[config.mk]
export PLATFORM = sky130hd
export DESIGN_NAME = rf_writeback_arbiter
export DESIGN_NICKNAME = d
export VERILOG_FILES = /design/src/rtl/rf_writeback_arbiter.sv
export SDC_FILE = /design/constraint.sdc
export NUM_CORES = 1
export LEC_CHECK = 0
export CAP_MARGIN = 20
export CORE_MARGIN = 8
export CORE_UTILIZATION = 49
export CTS_CLUSTER_SIZE = 24
export DETAILED_ROUTE_END_ITERATION = 10
export PLACE_DENSITY = 0.8
export SLEW_MARGIN = 10
export SYNTH_ARGS = -nofsm -noshare
export SYNTH_HDL_FRONTEND = slang
export SYNTH_SLANG_ARGS = --single-unit
export TNS_END_PERCENT = 50
[constraint.sdc]
create_clock -name clk -period 3.7 [get_ports clk]
set_input_delay 0.37 -clock clk [delete_from_list [all_inputs] [get_ports clk]]
set_output_delay 0.37 -clock clk [all_outputs]
set_load 0.02 [all_outputs]
[src/rtl/rf_writeback_arbiter.sv]
// Shares one register-file write port between the WB stage (priority) and a FIFO-buffered long-latency unit.
// Latency: one cycle from grant to registered regwrite/writereg/writedata; a long result waits at least one cycle in the FIFO.
// Backpressure: l_ready drops when the FIFO is full (registered count); p_ready drops only for a forced anti-starvation grant.
module rf_writeback_arbiter #(
   parameter int FIFO_DEPTH = 2,
   parameter int MAX_WAIT   = 4
) (
   input  logic        clk,
   input  logic        rst,
   input  logic        p_valid,
   output logic        p_ready,
   input  logic [4:0]  p_rd,
   input  logic [31:0] p_data,
   input  logic        l_valid,
   output logic        l_ready,
   input  logic [4:0]  l_rd,
   input  logic [31:0] l_data,
   input  logic        alloc_valid,
   input  logic [4:0]  alloc_rd,
   output logic        regwrite,
   output logic [4:0]  writereg,
   output logic [31:0] writedata,
   output logic [31:0] pending
);

   localparam int PW = $clog2(FIFO_DEPTH);
   localparam int CW = PW + 1;
   localparam int WW = $clog2(MAX_WAIT + 1);
   localparam logic [CW-1:0] LP_DEPTH    = CW'(FIFO_DEPTH);
   localparam logic [WW-1:0] LP_MAX_WAIT = WW'(MAX_WAIT);

   logic [4:0]    r_fifo_rd   [FIFO_DEPTH];
   logic [31:0]   r_fifo_data [FIFO_DEPTH];
   logic [PW-1:0] r_wr_ptr;
   logic [PW-1:0] r_rd_ptr;
   logic [CW-1:0] r_count;
   logic [WW-1:0] r_wait_cnt;
   logic [31:0]   r_pending;
   logic          r_regwrite;
   logic [4:0]    r_writereg;
   logic [31:0]   r_writedata;

   logic          w_nonempty;
   logic          w_force;
   logic          w_grant_l;
   logic          w_grant_p;
   logic          w_push;
   logic [4:0]    w_head_rd;
   logic [31:0]   w_head_data;
   logic [31:0]   w_pending_nxt;

   // Readiness comes from registered state only, so a full FIFO stays not-ready even in a pop cycle.
   assign w_nonempty  = (r_count != '0);
   assign l_ready     = (r_count != LP_DEPTH);
   assign w_push      = l_valid & l_ready;
   assign w_head_rd   = r_fifo_rd[r_rd_ptr];
   assign w_head_data = r_fifo_data[r_rd_ptr];

   // Pipeline wins unless the FIFO head has lost MAX_WAIT times in a row; long unit also takes idle slots.
   assign w_force   = w_nonempty & (r_wait_cnt == LP_MAX_WAIT);
   assign p_ready   = ~w_force;
   assign w_grant_l = w_nonempty & (w_force | ~p_valid);
   assign w_grant_p = p_valid & ~w_force;

   assign regwrite  = r_regwrite;
   assign writereg  = r_writereg;
   assign writedata = r_writedata;
   assign pending   = r_pending;

   // FIFO storage needs no reset: entries are only read while the registered count says they are valid.
   always_ff @(posedge clk) begin
      if (w_push) begin
         r_fifo_rd[r_wr_ptr]   <= l_rd;
         r_fifo_data[r_wr_ptr] <= l_data;
      end
   end

   // FIFO pointers and occupancy; power-of-two depth lets the pointers wrap naturally.
   always_ff @(posedge clk or posedge rst) begin
      if (rst) begin
         r_wr_ptr <= '0;
         r_rd_ptr <= '0;
         r_count  <= '0;
      end else begin
         if (w_push)
            r_wr_ptr <= r_wr_ptr + 1'b1;
         if (w_grant_l)
            r_rd_ptr <= r_rd_ptr + 1'b1;
         r_count <= r_count + CW'(w_push) - CW'(w_grant_l);
      end
   end

   // Starvation counter: counts consecutive lost cycles of a waiting head, saturating at MAX_WAIT.
   always_ff @(posedge clk or posedge rst) begin
      if (rst) begin
         r_wait_cnt <= '0;
      end else if (!w_nonempty || w_grant_l) begin
         r_wait_cnt <= '0;
      end else if (r_wait_cnt != LP_MAX_WAIT) begin
         r_wait_cnt <= r_wait_cnt + 1'b1;
      end
   end

   // Scoreboard update: retire the granted head first, then apply the new reservation so set wins.
   always_comb begin
      w_pending_nxt = r_pending;
      if (w_grant_l && (w_head_rd != 5'd0))
         w_pending_nxt[w_head_rd] = 1'b0;
      if (alloc_valid && (alloc_rd != 5'd0))
         w_pending_nxt[alloc_rd] = 1'b1;
      w_pending_nxt[0] = 1'b0;
   end

   // Pending-write scoreboard register.
   always_ff @(posedge clk or posedge rst) begin
      if (rst)
         r_pending <= '0;
      else
         r_pending <= w_pending_nxt;
   end

   // Registered write port; x0 grants are consumed but never raise regwrite, address/data hold when idle.
   always_ff @(posedge clk or posedge rst) begin
      if (rst) begin
         r_regwrite  <= 1'b0;
         r_writereg  <= 5'd0;
         r_writedata <= 32'd0;
      end else if (w_grant_l) begin
         r_regwrite  <= (w_head_rd != 5'd0);
         r_writereg  <= w_head_rd;
         r_writedata <= w_head_data;
      end else if (w_grant_p) begin
         r_regwrite  <= (p_rd != 5'd0);
         r_writereg  <= p_rd;
         r_writedata <= p_data;
      end else begin
         r_regwrite  <= 1'b0;
      end
   end

endmodule

==> summary by stage, run 1 <==
Status
The flow ran to the end, and the final reports show no timing, DRC or antenna violations.

Global routing
For this run, global-route usage on met2 was measured as 33.5%. The remaining global-route overflow is 0. Entering global routing, the biggest net connects 66 pins. The global routing usage on met3 is 7.32%. The met1 capacity usage during global routing is 22.6%. The layer flagged by global routing as most heavily used is met2.

The global-route usage over all layers is 19.7%. The first global-routing pass estimated 25.1 mm of wire. The via count of the first global-routing pass is 4823. The number of antenna violations at the first check in global routing came to 0.

Placement
The post-detailed-placement cell area is 7870 um^2. The placed cell count is 801. The placer's final routability congestion estimate is 0.870. The estimated wirelength of the detail-placed design is 11.1 mm.

Port buffering added 154 buffers.

Routing
The post-route antenna net violation count is 0. The count of unresolved DRC violations after routing is 0. The ratio of routed vias to standard cells is 5.64. The via count of the routed design is 4697. The per-cell routed wire length is 19.4 um. The number of detailed-route iterations in the first pass is 6. The total detailed-routing wirelength is 16.1 mm. For this block, the initial DRC count from the detailed router was 428.

Timing
The share of the cycle needed by the critical path after routing is 61.2%. In the final timing run, aggregate negative setup slack is 0 ps. The final max-slew violation count is 0.

Setup repair after global routing left no endpoint under its margin. The maximum operating frequency is 441 MHz. At the pin with the least slew margin, the transition time is 946 ps. The clock period minus worst slack is 2270 ps. For the final database, setup skew stands at 8.78 ps.

The final count of hold timing violations is 0. Setup violations remaining at the end of the flow were counted as 0. The relative slew slack is 36.9%.

Logic synthesis
The netlist uses 44 different library cells. After technology mapping, the gate count stands at 501. The synthesized netlist devotes 0.602% of its cell area to adder and majority cells. By area, the combinational part of the netlist is dominated by compound AO/OA/AOI/OAI gates. The average footprint of a synthesized cell is 12.4 um^2.

The cell area after technology mapping is 6240 um^2. The synthesized design contains 74 enable-type register cells. For this run, the number of Yosys warnings is 0. The net count after synthesis is 588.

Sequential cells were found to cover 66.1% of the synthesized design area. The portion of synthesized area spent on multiplexers is 1.18%. The most instantiated flip-flop cell in the synthesis netlist is sky130_fd_sc_hd__dfrtp_1.

The post-synthesis simple-gate area fraction is 12.6%. The synthesized netlist devotes 0.702% of its cell area to XOR and XNOR gates. The area fraction in compound gates after synthesis is 15.7%. In this run, synthesis produced a sequential element count of 150. Counting flops with an async set or reset pin after synthesis yields a share of 50.7%.

Die
Once the floorplan was initialized, standard cells occupied 49.8% of the core. From left edge to right edge, the die measures 129 um. The full die area is 16600 um^2. In this run the count of I/O pins placed on the die edge is 156.

The area of the core region is 12500 um^2. The vertical die dimension is 129 um. The floorplan has 41 rows.

CTS
TritonCTS built the clock tree. The maximum level of the CTS H-tree is 4. The TritonCTS sink count is 150. The number of buffers between clock root and the deepest sink is 2. The clock root buffer is sky130_fd_sc_hd__clkbuf_16. Buffers inserted during clock tree synthesis total 17. The post-cts sizing count is 0.

The later pin in the worst-skew pair is clocked with a latency of 420 ps. The count of hold-fix buffers inserted at cts is 0. The number of buffers added for setup after CTS is 0. Clock-pin slew was measured on the worst setup and hold paths at 60 ps.

Job
Max-cap violations in this run came to 0.

Final layout
After the flow finishes, the layout carries non-filler instances totaling 833. The number of filler cells placed in the layout is 917. The fraction of layout instances using a drive strength above 1 is 7.11%. Relative to the synthesized area, the layout overhead comes to 35.8%.

0 antenna diodes ended up in the layout. The post-route cell area is 8470 um^2. For this run, the post-layout net count is 735.

Critical path
STA classifies the critical path startpoint as a flip-flop. The reg2reg setup slack is 1430 ps. The critical path capture point is r_count[1]$_DFF_PP0_. The path type of the worst setup path is flip-flop to flip-flop. The kind of capture point of the worst setup path is a flip-flop. The worst endpoint data arrival time is 2560 ps. In this run the critical register-to-register path is captured at r_count[1]$_DFF_PP0_. The startpoint identified for the worst register-to-register timing path is r_count[0]$_DFF_PP0_. The launch point of the critical path is r_count[0]$_DFF_PP0_. The cell count of the worst reg-to-reg path is 5. Of all nets on the critical path, the largest fanout is 35.

The required arrival time at the worst endpoint is 3990 ps.

Power
Dividing total power by cell area gives a power density of 848 nW/um^2. For this design the static power due to leakage is 3.08 nW. IR analysis of the VDD net gives a maximum drop of 0.453 mV.

Min path
The path type of the worst min-delay path is input port to async pin.
synth_stat cells, drive strengths merged (2+ instances only):
library cell,instances,area share (%)
nor2b,32,3.2
buf,18,2.1
o2111ai,7,0.98
inv,4,0.24
or4b,2,0.32
a22oi,5,0.68
nand2,45,2.8
nand3,4,0.32
edfxtp,74,36
dfrtp,76,30
or4,2,0.30
o31ai,36,4.3
clkbuf,12,0.72
o211ai,2,0.32
nor2,42,2.6
nor3b,4,0.48
mux2i,4,0.64
and2,3,0.30
and3b,3,0.42
nand3b,4,0.48
xnor2,5,0.70
a211oi,32,3.9
nand2b,4,0.52
and3,3,0.30
mux2,3,0.54
o21ai,63,5.1
ha,3,0.60
nor3,2,0.16
final cells by class:
type	instances	area (um^2)	area share, %
Timing Repair Buffer	158	1580	18.7
Inverter	4	16.3	0.192
Sequential cell	150	4130	48.7
Clock inverter	4	26.3	0.310
Multi-Input combinational cell	317	1930	22.8
Tap cell	172	215	2.54
Clock buffer	28	571	6.74
registers in the layout, indices dropped and copies added, names as in the netlist:
signal	cells
pending	31
r_count	2
r_fifo_data	64
r_fifo_rd	10
r_rd_ptr	1
r_wait_cnt	3
r_wr_ptr	1
regwrite	1
writedata	32
writereg	5
how the worst min path moves through the flow:
stage                     slack (ps)                   endpoint  cells after the start
after floorplan                  430  r_wait_cnt[0]$_DFFE_PP0P_                      1
after global placement           440  r_wait_cnt[0]$_DFFE_PP0P_                      1
after detailed placement         470   writedata[8]$_DFFE_PP0P_                      2
after CTS                        460       pending[9]$_DFF_PP0_                      2
after global routing             500       pending[9]$_DFF_PP0_                      2
final                            440  writedata[21]$_DFFE_PP0P_                      2
cells by family after synthesis:
logic type | Yosys count
muxes | 7
AOI/OAI and AO/OA | 148
xor gates and xnor gates | 5
and+or+nand+nor | 153
other | 1
DFF | 150
buffers and inverters | 34
adders and majority gates | 3
power by group:
group | switching, mW | internal [mW] | total, mW
clock | 0.648 | 1.05 | 1.70
combinational | 1.57 | 1.17 | 2.75
sequential | 0.344 | 2.39 | 2.73
critical path, cell delays in order (launching register included):
cell	delay, ps
sky130_fd_sc_hd__dfrtp_1	420
sky130_fd_sc_hd__or2_1	440
sky130_fd_sc_hd__and2_2	760
sky130_fd_sc_hd__xnor2_1	160
sky130_fd_sc_hd__ha_1	220
sky130_fd_sc_hd__xnor2_1	130
through the flow:
step	total power [mW]	worst slack (ps)	hold WS, ps	utilization (%)
after floorplan	4.27	881	429	-
after global placement	5.38	1200	441	62.9
after detailed placement	5.49	1150	471	62.9
after CTS	7.22	1440	458	67.7
after global routing	7.54	1300	499	67.7
final	7.18	1430	437	67.7
metal layers:
layer  wire length, um  vias up
li1                  -     2159
met1              6250     2287
met2              8120      220
met3              1500       31
met4               263        0
met5                 0        -
cell usage in the layout (no fill, tap or decap), types with 4 or more instances in the layout:
cell type                         count
sky130_fd_sc_hd__a211oi_1            32
sky130_fd_sc_hd__xnor2_1              5
sky130_fd_sc_hd__a22oi_1              4
sky130_fd_sc_hd__clkbuf_16           20
sky130_fd_sc_hd__mux2i_1              4
sky130_fd_sc_hd__nand3_1              4
sky130_fd_sc_hd__nand2_1             44
sky130_fd_sc_hd__nand3b_1             4
sky130_fd_sc_hd__nor2b_1             32
sky130_fd_sc_hd__clkdlybuf4s50_1    154
sky130_fd_sc_hd__nor2_1              40
sky130_fd_sc_hd__o21ai_0             32
sky130_fd_sc_hd__nor3b_1              4
sky130_fd_sc_hd__clkbuf_1             4
sky130_fd_sc_hd__edfxtp_1            74
sky130_fd_sc_hd__o21ai_1             31
sky130_fd_sc_hd__o31ai_1             36
sky130_fd_sc_hd__dfrtp_1             75
sky130_fd_sc_hd__clkbuf_8             4
sky130_fd_sc_hd__o2111ai_1            7
Note: power is estimated with default switching activity, not from simulation.
==> run 2, diff against run 1 <==
--- a/config.mk
+++ b/config.mk
@@ -7,10 +7,10 @@
 export LEC_CHECK = 0
 export CAP_MARGIN = 20
 export CORE_MARGIN = 8
-export CORE_UTILIZATION = 49
+export CORE_UTILIZATION = 44
 export CTS_CLUSTER_SIZE = 24
 export DETAILED_ROUTE_END_ITERATION = 10
-export PLACE_DENSITY = 0.8
+export PLACE_DENSITY = 0.76
 export SLEW_MARGIN = 10
 export SYNTH_ARGS = -nofsm -noshare
 export SYNTH_HDL_FRONTEND = slang
==> constraint.sdc (replaced) <==
create_clock -name clk -period 2.05 [get_ports clk]
set_input_delay 0.205 -clock clk [delete_from_list [all_inputs] [get_ports clk]]
set_output_delay 0.205 -clock clk [all_outputs]
set_load 0.02 [all_outputs]
==> summary by stage, run 2 (synthesis results as in run 1) <==
Status
The flow ran to the end, and the final reports show no timing, DRC or antenna violations.

Timing
Setup repair after global routing left no endpoint under its margin. The final count of hold timing violations came to 0 (unchanged). The final setup violation count came to 0 (unchanged).

The relative slew slack is 62.9% (+26 points). The pin slew with the least headroom to its limit is 556 ps (-390 ps). The final max-slew violation count was 0 (unchanged). The largest clock skew in the final design is 6.65 ps (-2.13 ps). The maximum operating frequency is 527 MHz. The final sum of negative setup slack is 0 ps (unchanged). The share of the cycle needed by the critical path after routing is 92.5%. The clock period minus worst slack is 1900 ps. The worst-case hold slack is 256 ps (-181 ps).

Final layout
The count of nets after finishing is 746 (+1.5%). The number of filler cells placed in the layout was 1085 (+18%). Leaving out fill and tap cells, the most frequent cell in the layout is sky130_fd_sc_hd__clkdlybuf4s50_1. The multi-input gate area in the final layout is 1930 um^2 (+0.13%). The number of standard cells in the final layout excluding fillers is 852 (+2.3%). The end-of-flow core utilization is 62.5% (-5.2 points). r_fifo_data holds more flip-flops than any other register. The total inserted antenna cells is 0 (unchanged). The area taken by flip-flops and latches was 4130 um^2 (unchanged).

The fraction of layout instances using a drive strength above 1 is 9.23% (+2.1 points). The top cell types in the final layout, fill and taps aside, are sky130_fd_sc_hd__clkdlybuf4s50_1 (153), sky130_fd_sc_hd__dfrtp_1 (75), sky130_fd_sc_hd__edfxtp_1 (74). Relative to the synthesized area, the layout overhead comes to 39.0%. The number of flip-flops under the largest register name is 64 (unchanged).

Routing
The total detailed-routing wirelength was 16.9 mm (+5.0%). The count of unresolved DRC violations after routing is 0 (unchanged). The per-cell routed wire length was 19.9 um (+2.6%). The post-route antenna net violation count is 0 (unchanged). The count of routing violations after the opening detailed-route iteration is 376 (-12%).

The via count of the routed design is 4811 (+2.4%). The ratio of routed vias to standard cells is 5.65 (+0.14%). The number of detailed-route iterations in the first pass is 5 (-1).

Critical path
The required arrival time at the worst endpoint was 1850 ps (-2140 ps). The largest fanout on the critical path is 6 (-83%). The worst setup path is captured at a primary output. The delay of the slowest critical-path stage is 650 ps (-110 ps). The launching element type of the critical path is a flip-flop. Walking the worst path, the cells encountered are nand2b_1 > clkdlybuf4s50_1.

The slowest cell on the critical path is sky130_fd_sc_hd__clkdlybuf4s50_1. The worst endpoint data arrival time is 1690 ps (-870 ps). The worst setup path is of the flip-flop to primary output kind.

CTS
The maximum level of the CTS H-tree was 4 (unchanged). The number of buffers between clock root and the deepest sink came to 2 (unchanged). The post-cts sizing count is 1 (+1). The tree is rooted in a sky130_fd_sc_hd__clkbuf_16. The clock buffer count from CTS is 17 (unchanged). The count of hold-fix buffers inserted at cts is 0 (unchanged). The clock latency on the worst-skew pair is 430 ps (about the same). The TritonCTS sink count is 150 (unchanged). The number of buffers added for setup after CTS is 0 (unchanged). The clock transition at the register clock pins on the worst setup and hold paths after CTS came to 60 ps (about the same). TritonCTS built the clock tree.

Global routing
The pin count of the biggest net entering global routing is 77 (+17%). After global routing, the most crowded layer is met2. The met1 capacity usage during global routing is 22.3% (-0.29 points). The remaining global-route overflow is 0 (unchanged).

The first-pass GRT wire length is 26.4 mm (+5.2%). The number of antenna violations at the first check in global routing is 1 (+1). The met2 layer usage reported by global route is 29.7% (-3.8 points).

The via count of the first global-routing pass is 5022 (+4.1%). The global-route usage over all layers is 18.7% (-0.97 points). The global routing usage on met3 is 7.91% (+0.59 points).

Die
The area of the core region was 13900 um^2 (+11%). The vertical die dimension is 135 um (+4.8%). The number of placed I/O pins is 156 (unchanged).

The count of standard-cell rows is 43 (+4.9%). The full die area is 18200 um^2 (+9.9%). The die width came to 135 um (+4.8%). The initial standard-cell utilization of the core is 44.9% (-4.9 points).

Job
The number of violations of the max-capacitance limit came to 0 (unchanged).

Power
The highest ir drop seen on vdd is 0.786 mV (+73%). The total power consumption of the routed design is 13.5 mW (+88%). The leakage power summed over all cells came to 3.15 nW (+2.5%). The areal power density over the cells was 1560 nW/um^2 (+83%).

Placement
The placer's final routability congestion estimate is 0.874 (+0.48%). The placed cell count is 820 (+2.4%). The estimated wirelength of the detail-placed design is 12.0 mm (+8.2%). The port buffer count is 154 (unchanged).

Min path
The worst hold path belongs to the class input port to async pin.
==> run 2: changes by cell type in the layout (fill, tap and decap cells not counted), moves of 3 or more <==
| cell | before | now |
|---|---|---|
| sky130_fd_sc_hd__buf_12 | 1 | 6 |
| sky130_fd_sc_hd__buf_4 | 3 | 9 |
| sky130_fd_sc_hd__bufinv_16 | 0 | 4 |
| sky130_fd_sc_hd__clkbuf_1 | 4 | 0 |
| sky130_fd_sc_hd__clkbuf_16 | 20 | 17 |
| sky130_fd_sc_hd__clkbuf_8 | 4 | 0 |
| sky130_fd_sc_hd__clkinvlp_4 | 0 | 3 |
| sky130_fd_sc_hd__inv_6 | 1 | 7 |
==> run 2: worst paths after layout <==
kind | to | cells after the start | start | slack, ps
worst max-delay path | l_ready | 2 | r_count[0]$_DFF_PP0_ | 150
worst min-delay path | pending[11]$_DFF_PP0_ | 3 | rst | 260
worst max register to register | pending[11]$_DFF_PP0_ | 5 | r_rd_ptr$_DFFE_PP0P_ | 170
worst min register to register | writedata[4]$_DFFE_PP0P_ | 2 | writedata[4]$_DFFE_PP0P_ | 490
max in group asynchronous | r_rd_ptr$_DFFE_PP0P_ | 3 | rst | 1430
min in group clk | r_fifo_data[0][14]$_DFFE_PP_ | 1 | l_data[14] | 360
==> run 2: worst max-delay path, delay by kind of cell (launching register included) <==
kind | cells | cell delay, ps
buffers and inverters | 1 | 650
DFF | 1 | 440
and+or+nand+nor | 1 | 180
==> run 2: cell type report <==
type | instances | area share, %
well taps | 180 | 2.60
repair buffers | 169 | 19.9
flip-flops and latches | 150 | 47.6
clock buffers | 17 | 4.91
inverters | 4 | 0.216
multi-input cells | 317 | 22.3
clock inverters | 15 | 2.47
==> run 2: where the power goes <==
| group | leakage (nW) | internal [mW] | switching (mW) | total, mW |
|---|---|---|---|---|
| Sequential | 1.59 | 4.31 | 0.689 | 4.99 |
| Clock | 0.306 | 2.07 | 1.29 | 3.36 |
| Combinational | 1.26 | 2.28 | 2.86 | 5.14 |
| Total | 3.15 | 8.65 | 4.84 | 13.5 |
==> run 2: routing by layer <==
metal | routed length [um] | vias up
li1 | - | 2180
met1 | 6800 | 2340
met2 | 8120 | 262
met3 | 1740 | 27
met4 | 255 | 2
met5 | 13 | -
==> run 2: through the flow <==
stage,area (um^2),setup slack (ps)
after floorplan,6250,3.99
after global placement,8030,254
after detailed placement,8030,162
after CTS,8670,141
after global routing,8670,93.8
final,8670,154
